[config.mk]
export PLATFORM = sky130hd
export DESIGN_NAME = spike_readout_arbiter
export DESIGN_NICKNAME = d
export VERILOG_FILES = /design/src/rtl/spike_readout_arbiter.sv
export SDC_FILE = /design/constraint.sdc
export NUM_CORES = 1
export LEC_CHECK = 0
export ABC_AREA = 1
export CAP_MARGIN = 25
export CORE_ASPECT_RATIO = 2
export CORE_MARGIN = 4
export CORE_UTILIZATION = 54
export DETAILED_ROUTE_END_ITERATION = 16
export PLACE_DENSITY = 0.82
export SLEW_MARGIN = 20
export SYNTH_ARGS = -nofsm -noshare
export SYNTH_HDL_FRONTEND = slang
export SYNTH_SLANG_ARGS = --single-unit
[constraint.sdc]
create_clock -name clk -period 3.95 [get_ports clk]
set_input_delay 0.79 -clock clk [delete_from_list [all_inputs] [get_ports clk]]
set_output_delay 0.79 -clock clk [all_outputs]
set_load 0.02 [all_outputs]
[src/rtl/spike_readout_arbiter.sv]
// Round-robin readout of per-neuron spike counts, with a periodic 128-entry clear sweep on window expiry.
// Read data appears 2 cycles after the grant; requesters wait (level req held) while a read or clear is busy.

module spike_readout_arbiter #(
    parameter int N_REQ    = 4,
    parameter int N_NEURON = 128
) (
    input  logic                              clk,
    input  logic                              reset_bar,
    input  logic [31:0]                       window_len,
    input  logic [N_REQ-1:0]                  req,
    input  logic [N_REQ*$clog2(N_NEURON)-1:0] req_idx,
    output logic [N_REQ-1:0]                  grant,
    output logic                              mem_rd_en,
    output logic                              mem_clr_en,
    output logic [$clog2(N_NEURON)-1:0]       mem_addr,
    input  logic [31:0]                       mem_rdata,
    output logic                              rd_valid,
    output logic [31:0]                       rd_data,
    output logic [$clog2(N_REQ)-1:0]          rd_tag,
    output logic                              window_tick,
    output logic                              clearing,
    output logic                              window_overrun
);

    localparam int AW = $clog2(N_NEURON);
    localparam int TW = $clog2(N_REQ);

    typedef enum logic [1:0] {
        S_IDLE,
        S_READ,
        S_CLEAR
    } state_t;

    state_t             r_state;
    logic [TW-1:0]      r_ptr;
    logic [31:0]        r_wcnt;
    logic [31:0]        r_wlen;
    logic               r_clear_pending;
    logic [N_REQ-1:0]   r_grant;
    logic               r_mem_rd_en;
    logic               r_mem_clr_en;
    logic [AW-1:0]      r_mem_addr;
    logic               r_rd_cap;
    logic [TW-1:0]      r_rd_tag_pend;
    logic               r_rd_valid;
    logic [31:0]        r_rd_data;
    logic [TW-1:0]      r_rd_tag;
    logic               r_window_tick;
    logic               r_clearing;
    logic               r_window_overrun;

    logic               w_any;
    logic [TW-1:0]      w_sel;
    logic [TW-1:0]      w_scan;
    logic [N_REQ-1:0]   w_sel_oh;
    logic [AW-1:0]      w_sel_idx;
    logic [31:0]        w_len;
    logic               w_expire;

    // Scan downward so the requester closest to the pointer is the last (winning) match.
    always_comb begin
        w_any  = 1'b0;
        w_sel  = '0;
        w_scan = '0;
        for (int k = N_REQ - 1; k >= 0; k--) begin
            w_scan = r_ptr + TW'(k);
            if (req[w_scan]) begin
                w_any = 1'b1;
                w_sel = w_scan;
            end
        end
    end

    assign w_sel_oh  = {{(N_REQ-1){1'b0}}, 1'b1} << w_sel;
    assign w_sel_idx = req_idx[int'(w_sel)*AW +: AW];

    // A zero latched length means "not yet latched": follow the live input until a window starts.
    assign w_len    = (r_wlen == 32'd0) ? window_len : r_wlen;
    assign w_expire = (w_len != 32'd0) && (r_wcnt == w_len - 32'd1);

    always_ff @(posedge clk or negedge reset_bar) begin
        if (!reset_bar) begin
            r_state          <= S_IDLE;
            r_ptr            <= '0;
            r_wcnt           <= '0;
            r_wlen           <= '0;
            r_clear_pending  <= 1'b0;
            r_grant          <= '0;
            r_mem_rd_en      <= 1'b0;
            r_mem_clr_en     <= 1'b0;
            r_mem_addr       <= '0;
            r_rd_cap         <= 1'b0;
            r_rd_tag_pend    <= '0;
            r_rd_valid       <= 1'b0;
            r_rd_data        <= '0;
            r_rd_tag         <= '0;
            r_window_tick    <= 1'b0;
            r_clearing       <= 1'b0;
            r_window_overrun <= 1'b0;
        end else begin
            r_grant       <= '0;
            r_mem_rd_en   <= 1'b0;
            r_window_tick <= 1'b0;
            r_rd_cap      <= 1'b0;
            r_rd_valid    <= r_rd_cap;
            if (r_rd_cap) begin
                r_rd_data <= mem_rdata;
                r_rd_tag  <= r_rd_tag_pend;
            end

            if (w_expire || r_wlen == 32'd0) begin
                r_wlen <= window_len;
            end
            if (w_expire || w_len == 32'd0) begin
                r_wcnt <= '0;
            end else begin
                r_wcnt <= r_wcnt + 32'd1;
            end

            case (r_state)
                S_IDLE: begin
                    if (r_clear_pending) begin
                        r_state         <= S_CLEAR;
                        r_clear_pending <= 1'b0;
                        r_mem_clr_en    <= 1'b1;
                        r_mem_addr      <= '0;
                        r_clearing      <= 1'b1;
                        r_window_tick   <= 1'b1;
                    end else if (w_any) begin
                        r_state       <= S_READ;
                        r_grant       <= w_sel_oh;
                        r_mem_rd_en   <= 1'b1;
                        r_mem_addr    <= w_sel_idx;
                        r_rd_tag_pend <= w_sel;
                        r_ptr         <= w_sel + TW'(1);
                    end
                end
                S_READ: begin
                    r_state  <= S_IDLE;
                    r_rd_cap <= 1'b1;
                end
                S_CLEAR: begin
                    if (r_mem_addr == AW'(N_NEURON - 1)) begin
                        r_state      <= S_IDLE;
                        r_mem_clr_en <= 1'b0;
                        r_clearing   <= 1'b0;
                    end else begin
                        r_mem_addr <= r_mem_addr + AW'(1);
                    end
                end
                default: r_state <= S_IDLE;
            endcase

            // An expiry that finds a clear already owed or running is dropped and flagged.
            if (w_expire) begin
                if (r_clear_pending || r_clearing) begin
                    r_window_overrun <= 1'b1;
                end else begin
                    r_clear_pending <= 1'b1;
                end
            end
        end
    end

    assign grant          = r_grant;
    assign mem_rd_en      = r_mem_rd_en;
    assign mem_clr_en     = r_mem_clr_en;
    assign mem_addr       = r_mem_addr;
    assign rd_valid       = r_rd_valid;
    assign rd_data        = r_rd_data;
    assign rd_tag         = r_rd_tag;
    assign window_tick    = r_window_tick;
    assign clearing       = r_clearing;
    assign window_overrun = r_window_overrun;

endmodule

**Word level (Yosys, flattened, before mapping)**

Cells that the tools add are included.

- Word-level logic and storage cells: 94
- Output and inout bits: 51
- Flip-flop bits (word level): 122

- Bitwise operators: 1
- Multipliers: 1
- Magnitude comparators: 4
- Shifts and indexed selects: 2
- Eq/ne operators: 8
- Add/subtract/negate cells: 7
- Reductions and logical operators: 14
- Multiplexer cells: 41

Operators with widths:

| kind | number |
|---|---|
| logical NOT 32 bit | 2 |
| 2-to-1 mux 32 bit | 2 |
| adder 32 x 1 -> 32 bit (second input constant) | 1 |
| == test 32 bit | 1 |
| nonzero test 32 bit | 1 |
| subtractor 32 x 1 -> 32 bit (second input constant) | 1 |
| indexed part select 28 x 6 -> 7 bit | 1 |
| 2-to-1 mux 7 bit | 3 |
| 2-to-1 mux 1 bit | 19 |
| 2-to-1 mux 2 bit | 7 |
| one-hot mux 7 bit (2 select lines) | 1 |
| < comparator 2 x 3 -> 1 bit (second input constant) | 4 |
| 2-to-1 mux 4 bit | 3 |
| AND reduction 3 bit | 3 |
| binary-select mux 1 bit (select 2 bit) | 4 |
| adder 7 x 1 -> 7 bit (second input constant) | 1 |
| == test 7 bit (second input constant) | 1 |
| != test 2 bit (second input constant) | 3 |
| multiplier 2 x 3 -> 5 bit (second input constant) | 1 |
| adder 2 x 1 -> 2 bit (second input constant) | 2 |
| adder 2 bit (second input constant) | 2 |
| one-hot mux 2 bit (2 select lines) | 1 |
| AND reduction 2 bit | 2 |
| left shift 1 x 2 -> 4 bit (first input constant) | 1 |
| 9 further kinds | 11 |

**Logic depth before layout (Yosys ltp)**

Gate-level depths: netlist (run 1).

- Word-level depth: 12
- Gate-level depth with buffers: 26
- Mapped depth without buffers: 24

**Worst setup path after synthesis (run 1)**

Ideal clock, no wire load.

- Path type: register to register
- Start: reg r_wlen[3]
- End: reg r_wcnt[20]
- Slack: 0.875 ns
- Stages on the path, launching flop included: 23
- Buffers on the path: 2
- Setup time: 0.121 ns
- Arrival: 2.954 ns
- Cell sequence: dfrtp_1 -> nor2_1 -> nand2_1 -> nor2_2 -> nand2_4 -> nor2_8 -> buf_8 -> a21oi_2 -> ha_1 -> nand3_1 -> nor2_1 -> inv_1 -> nor2_1 -> nand2_1 -> xor2_1 -> nand2_1 -> inv_1 -> nand3_1 -> nor2_2 -> nand2_1 -> nand2_2 -> buf_4 -> nor2_1

- Longest elaborated chain between the ends: 7

RTL lines:

| element | line | RTL |
|---|---|---|
| from (decl) | 38 | `logic [31:0] r_wlen;` |
| from (signal assigned) | 113 | `r_wlen <= window_len;` |
| logical NOT 32 bit | 79 | `assign w_len = (r_wlen == 32'd0) ? window_len : r_wlen;` |
| 2-to-1 mux 32 bit * | 79 |  |
| subtractor 32 x 1 -> 32 bit | 80 | `assign w_expire = (w_len != 32'd0) && (r_wcnt == w_len - 32'd1);` |
| == test 32 bit | 80 |  |
| logical AND 1 bit | 80 |  |
| logical OR 1 bit * | 115 | `if (w_expire \|\| w_len == 32'd0) begin` |
| 2-to-1 mux 32 bit * | 115 |  |
| to (signal assigned) | 118 | `r_wcnt <= r_wcnt + 32'd1;` |
| to (decl) | 37 | `logic [31:0] r_wcnt;` |

Mark *: on every way between the ends. The rest lies on a longest branch, timed or not.
A chain may end at the register's enable or synchronous reset.

**Worst setup path after layout (run 1)**

- Start: reg r_wlen[7]
- End: reg r_wlen[7]

- Longest elaborated chain between the ends: 6

RTL lines:

| element | line | RTL |
|---|---|---|
| logical NOT 32 bit | 79, 112 |  |
| 2-to-1 mux 32 bit | 79 |  |
| subtractor 32 x 1 -> 32 bit | 80 |  |
| == test 32 bit | 80 |  |
| logical AND 1 bit | 80 |  |
| logical OR 1 bit * | 112 | `if (w_expire \|\| r_wlen == 32'd0) begin` |

Marked as above.

==> results of run 1 <==
routing by layer:
layer / GRT usage, % / vias up / wire length, um
met1: 28.49 / 3894 / 8499
li1: - / 3983 / -
met3: 5.514 / 129 / 1097
met5: 0 / - / 0
met2: 57.64 / 301 / 14340
met4: 23.71 / 0 / 2187
worst register-to-register path, delay by kind of cell, from the launching register on:
| family | cells | cell delay, ns |
|---|---|---|
| xor gates and xnor gates | 1 | 0.25 |
| DFF | 1 | 0.41 |
| and+or+nand+nor | 17 | 2.35 |
| buffers and inverters | 2 | 0.52 |
sequential cells by signal, indices dropped and copies added (netlist names), 2 cells and up:
name and cells:
r_rd_tag_pend 2, rd_tag 2, r_wlen 32, mem_addr 7
grant 4, r_ptr 2, r_wcnt 32, r_state 2
rd_data 32
through the flow:
step	utilization [%]	instance area [um2]	std cells
global placement	66.30	9826	1482
global route	70.38	10430	1514
floorplan	-	8155	1154
CTS	70.32	10420	1514
finish	70.38	10430	1514
detailed placement	66.30	9826	1482
logic make-up (layout without fill, tap and decap cells):
kind of cell               count (synthesis)  in the layout  synth area share [%]
and+or+nand+nor                          690            690                 36.81
buffers and inverters                    153            318                 7.901
DFF                                      122            122                 37.43
AOI/OAI and AO/OA                        106            106                 7.364
xor gates and xnor gates                  40             40                 4.465
muxes                                     35             35                 4.802
adders and majority gates                  8              8                 1.227
cell usage after synthesis, drive strengths merged:
library cell,count,share of area (%)
a211oi,2,0.18
a21o,1,0.092
a21oi,38,2.5
a22oi,2,0.18
a31oi,3,0.23
and3b,1,0.11
buf,18,1.7
clkbuf,10,0.46
clkinv,1,0.046
dfrtp,122,37
ha,8,1.2
inv,124,5.7
mux2,33,4.6
mux2i,2,0.25
nand2,355,17
nand3,87,5.6
nand3b,6,0.55
nand4,17,1.3
nor2,191,9.9
nor3,19,1.2
nor4,6,0.46
o21ai,42,2.6
o21bai,9,0.87
o22ai,8,0.61
o31ai,1,0.092
or2,8,0.61
xnor2,3,0.32
xnor3,1,0.28
xor2,36,3.9
report_power, final:
group	switching [mW]	internal [mW]
clock network	0.718	0.905
registers	0.197	1.54
logic	1.27	1.02
layout by cell type, fill, tap and decap left out, types with 6 or more instances in the layout:
cell             instances
o22ai_1                  8
nor4_1                   6
nand2_2                 15
clkbuf_16               17
inv_6                    6
o21bai_1                 8
buf_4                   12
xor2_1                  36
dfrtp_1                122
a21oi_1                 34
nand3_1                 85
clkdlybuf4s50_1        147
nor2_1                 171
or2_2                    8
nor2_2                  14
nor3_1                  19
nand3b_1                 6
o21ai_0                 42
mux2_2                  33
inv_1                  122
nand4_1                 17
ha_1                     8
nand2_1                337
layout make-up:
| class | instances | area, um2 |
|---|---|---|
| fillers | 1265 | 4389 |
| flip-flops and latches | 122 | 3053 |
| multi-input cells | 879 | 4467 |
| clock buffers | 17 | 425.4 |
| inverters | 125 | 469.2 |
| well taps | 195 | 244.0 |
| clock inverters | 15 | 170.2 |
| repair buffers | 161 | 1602 |
path summary, 6_finish.rpt:
check | endpoint | start
worst max register to register | r_wlen[7]$_DFFE_PN0P_ | r_wlen[7]$_DFFE_PN0P_
worst min-delay path | r_wlen[1]$_DFFE_PN0P_ | reset_bar
min in group clk | r_rd_cap$_DFF_PN0_ | r_state[1]$_DFFE_PN0P_
worst max-delay path | r_wlen[7]$_DFFE_PN0P_ | r_wlen[7]$_DFFE_PN0P_
worst min register to register | r_rd_cap$_DFF_PN0_ | r_state[1]$_DFFE_PN0P_
max in group asynchronous | r_wcnt[10]$_DFF_PN0_ | reset_bar
timing repair:
item,CTS,global route
endpoints found under the setup margin,0,16
hold endpoints to repair,0,0
resized for setup,0,1
hold buffers,0,0
==> impl_metrics.env, run 1 <==
export IMPL_route_detailed_drc=0
export IMPL_seq_area_frac_synth_pct=37.43
export IMPL_cts_setup_buffers=0
export IMPL_ios=149
export IMPL_fmax_ghz=0.2737
export IMPL_critPathLaunchType="register"
export IMPL_row_count=63
export IMPL_dp_hpwl_um=19650
export IMPL_path_buf_inv=2
export IMPL_drt_wirelength_per_cell_um=17.26
export IMPL_area_growth_pct=27.89
export IMPL_clock_skew_ns=0.01384
export IMPL_die_y_um=181.8
export IMPL_ys_types=42
export IMPL_min_period_ns=3.653
export IMPL_fin_tns_setup_ns=0
export IMPL_hold_class="in2async"
export IMPL_rsz0062_at_grt="false"
export IMPL_worstSetupEndpointType="register"
export IMPL_worst_pin_slew_ns=0.8023
export IMPL_cts_root_buf="clkbuf_16"
export IMPL_grt_pass1_vias=8539
export IMPL_path_clk_slew_ns=0.07
export IMPL_drt_initial_drc_count=486
export IMPL_grt_pass1_wl_um=41090
export IMPL_overflow=0
export IMPL_outcome="completed"
export IMPL_cp_max_fo=33
export IMPL_p_total_mw=5.641
export IMPL_clk_path_buf_depth=2
export IMPL_slew_viol_final=0
export IMPL_clock_sinks=122
export IMPL_syn_nets=1260
export IMPL_clk_latency_ns=0.43
export IMPL_yosys_register_bits=122
export IMPL_finalHoldViolations=0
export IMPL_path_cells="nor2_1 -> nand2_1 -> nor2_2 -> nand2_4 -> nor2_8 -> buf_4 -> nand2_1 -> nand2_2 -> nand2_1 -> nor2_1 -> nand2_2 -> nor2_4 -> nand3_1 -> xor2_1 -> nand3_1 -> nor2_2 -> nand3_4 -> buf_12 -> nand3_1 -> nand2_1"
export IMPL_setup_violations=0
export IMPL_cts_made_buffers=17
export IMPL_avgViaCountPerCell=5.487
export IMPL_max_cap_violations=0
export IMPL_netlist_area_mm2=0.008155
export IMPL_grt_max_degree=63
export IMPL_track_usage_pct=31.07
export IMPL_syn_inst=1154
export IMPL_drive_above_1_share_pct=10.16
export IMPL_power_leakage_nw=4.797
export IMPL_hold_ws_ns=0.4534
export IMPL_portBuffers=148
export IMPL_fin_ws_ns=0.2969
export IMPL_relSlewSlack_pct=46.51
export IMPL_gp_congestion=0.9913
export IMPL_insertedDiodeCount=0
export IMPL_cts_tree="built"
export IMPL_antenna_left=0
export IMPL_num_vias=8307
export IMPL_routed_wl_um=26130
export IMPL_power_density_mw_per_mm2=540.9
export IMPL_crit_type="reg2reg"
export IMPL_avgSynthCellArea_um2=7.067
export IMPL_firstDrtPassIters=7
export IMPL_finalCritPeriodShare_pct=92.48
export IMPL_critical_path_slowest_cell="dfrtp_1"
export IMPL_cts_max_level=4
export IMPL_dieArea_mm2=0.01725
export IMPL_core_area_mm2=0.01482
export IMPL_rr_worst_depth=20
export IMPL_final_nets=1412
export IMPL_critical_path_max_stage_delay_ns=0.41
export IMPL_cpMostUsedCell="nand2_1"
export IMPL_dp_slack_ns=0.07358
export IMPL_fp_dieW_um=94.90
export IMPL_ys_warn_count=0
export IMPL_arrival_ns=3.96
export IMPL_worst_ep_required_time_ns=4.26
export IMPL_reg2reg_slack_ns=0.30
export IMPL_crit_cells=20
export IMPL_antenna_found_initial=0
export IMPL_start_util_pct=55.03
export IMPL_ir_worst_vdd_v=0.0005198
export IMPL_crit_family="simple AND/OR/NAND/NOR gates"
Power figures use the tool's default switching activity.
==> inputs of run 2 (changes only) <==
Settings changed: CORE_UTILIZATION 54 to 55, CTS_BUF_LIST set to sky130_fd_sc_hd__clkbuf_8.
==> impl_metrics.env, run 2 (synthesis results as in run 1) <==
export IMPL_crit_type="reg2reg"
export IMPL_dp_cells=1478
export IMPL_start_util_pct=56.52
export IMPL_p_clk_share_pct=23.1
export IMPL_cp_max_fo=33
export IMPL_route_detailed_drc=0
export IMPL_critPathLaunchType="register"
export IMPL_ir_worst_vdd_v=0.0004791
export IMPL_antenna_left=0
export IMPL_grt_max_degree=66
export IMPL_final_nets=1412
export IMPL_drt_initial_drc_count=546
export IMPL_finalHoldViolations=0
export IMPL_routed_wl_um=25400
export IMPL_power_share_switching_pct=40.21
export IMPL_drt_wirelength_per_cell_um=16.81
export IMPL_clk_latency_ns=0.46
export IMPL_switchingPower_mw=2.079
export IMPL_mostFrequentLayoutCells="337 x nand2_1, 171 x nor2_1, 147 x clkdlybuf4s50_1"
export IMPL_finalCritPeriodShare_pct=92.38
export IMPL_use_met2_pct=55.51
export IMPL_slew_viol_final=0
export IMPL_relSlewSlack_pct=49.22
export IMPL_clk_path_buf_depth=2
export IMPL_insertedDiodeCount=0
export IMPL_cts_max_level=4
export IMPL_max_cap_violations=0
export IMPL_dp_slack_ns=0.09246
export IMPL_row_count=62
export IMPL_power_leakage_nw=4.708
export IMPL_antenna_found_initial=0
export IMPL_dp_hpwl_um=19240
export IMPL_clock_sinks=122
export IMPL_fin_ws_ns=0.3008
export IMPL_gr_usage_met1_pct=28.37
export IMPL_drive_above_1_share_pct=10.16
export IMPL_worst_ep_required_time_ns=4.30
export IMPL_min_period_ns=3.649
export IMPL_grt_pass1_vias=8501
export IMPL_die_y_um=180.2
export IMPL_cts_hold_buffers=0
export IMPL_p_seq_share_pct=33.5
export IMPL_outcome="completed"
export IMPL_num_vias=8298
export IMPL_worst_pin_slew_ns=0.7617
export IMPL_fin_cells=1511
export IMPL_setup_violations=0
export IMPL_arrival_ns=4.00
export IMPL_use_met3_pct=6.770
export IMPL_cts_made_buffers=17
export IMPL_dieArea_mm2=0.01696
export IMPL_cts_tree="built"
export IMPL_fin_tns_setup_ns=0
export IMPL_avgViaCountPerCell=5.492
export IMPL_fmax_ghz=0.2740
export IMPL_p_int_mw=3.091
export IMPL_final_area_mm2=0.01025
export IMPL_overflow=0
export IMPL_area_growth_pct=25.64
export IMPL_final_common_cell="nand2_1"
export IMPL_placed_area_mm2=0.009814
export IMPL_gp_congestion=1.041
export IMPL_firstDrtPassIters=6
export IMPL_busiest_layer="met2"
export IMPL_hold_class="in2async"
export IMPL_path_clk_slew_ns=0.10
export IMPL_cts_root_buf="clkbuf_8"
export IMPL_comb_power_share_pct=43.5
export IMPL_track_usage_pct=30.92
export IMPL_grt_pass1_wl_um=40690
export IMPL_clock_skew_ns=0.02049
export IMPL_power_density_mw_per_mm2=504.6
export IMPL_worstSetupEndpointType="register"
export IMPL_ios=149
export IMPL_fp_dieW_um=94.11
export IMPL_core_area_mm2=0.01443
export IMPL_portBuffers=148
-- run 2: power groups by stage --
stage	combinational (mW)	clock, mW	sequential [mW]
detailed placement	2.24	0	1.75
global placement	2.19	0	1.74
finish	2.25	1.19	1.73
CTS	2.26	1.21	1.73
global route	2.46	1.26	1.77
floorplan	1.04	0	2.01
-- run 2: routing by layer --
layer / wire, um / vias to the layer above
met5: 0 / -
met4: 2381 / 0
met3: 1296 / 147
met2: 13700 / 382
met1: 8020 / 3794
li1: - / 3975
-- run 2: final cells by class --
| cell class | instances | area [um2] |
|---|---|---|
| clock buffers | 17 | 234.0 |
| multi-input cells | 879 | 4472 |
| flip-flops and latches | 122 | 3053 |
| inverters | 125 | 469.2 |
| clock inverters | 15 | 172.7 |
| repair buffers | 161 | 1605 |
| fillers | 1245 | 4183 |
| well taps | 192 | 240.2 |
-- run 2: stage by stage --
step	utilization (%)	power (mW)	hold slack (ns)
2_1_floorplan	-	3.049	0.3519
3_3_place_gp	68.02	3.930	0.4406
3_5_place_dp	68.02	3.988	0.4462
4_1_cts	70.84	5.204	0.4112
5_1_grt	71.01	5.487	0.4366
6_report	71.01	5.171	0.4022
-- run 2: final timing paths --
kind	slack (ns)	cells past startpoint	to	startpoint
worst max-delay path	0.30	23	r_wlen[19]$_DFFE_PN0P_	r_wlen[13]$_DFFE_PN0P_
worst min-delay path	0.40	1	rd_data[10]$_DFFE_PN0P_	reset_bar
worst max register to register	0.30	23	r_wlen[19]$_DFFE_PN0P_	r_wlen[13]$_DFFE_PN0P_
worst min register to register	0.47	1	r_rd_cap$_DFF_PN0_	r_state[1]$_DFFE_PN0P_
max in group asynchronous	2.70	2	r_wcnt[11]$_DFF_PN0_	reset_bar
min in group clk	0.47	1	r_rd_cap$_DFF_PN0_	r_state[1]$_DFFE_PN0P_
-- run 2: critical path, stage by stage (launching register included) --
cell     delay (ns)
dfrtp_1        0.44
nor2_1         0.15
nand2_1        0.08
nor2_2         0.16
nand2_4        0.14
nor2_8         0.24
a21oi_2        0.09
buf_4          0.17
ha_1           0.30
xor2_1         0.15
nand2_1        0.07
nor2_1         0.18
nand2_1        0.09
nor2_1         0.13
nand2_1        0.07
nor2_1         0.08
nand2_1        0.06
nor2_1         0.10
nand2_1        0.06
nor2_2         0.15
nand3_4        0.13
buf_4          0.28
nand3_1        0.12
nand2_1        0.07
-- run 2: what timing repair did --
item                       in CTS  in global routing
setup endpoints to repair       0                 33
setup buffers                   0                  1
resized for setup               0                  3
==> inputs of run 3 (changes only) <==
Settings changed: CTS_CLUSTER_SIZE set to 40.
==> results of run 3 <==
The final DEF is identical to that of run 2; final timing and power are the same.
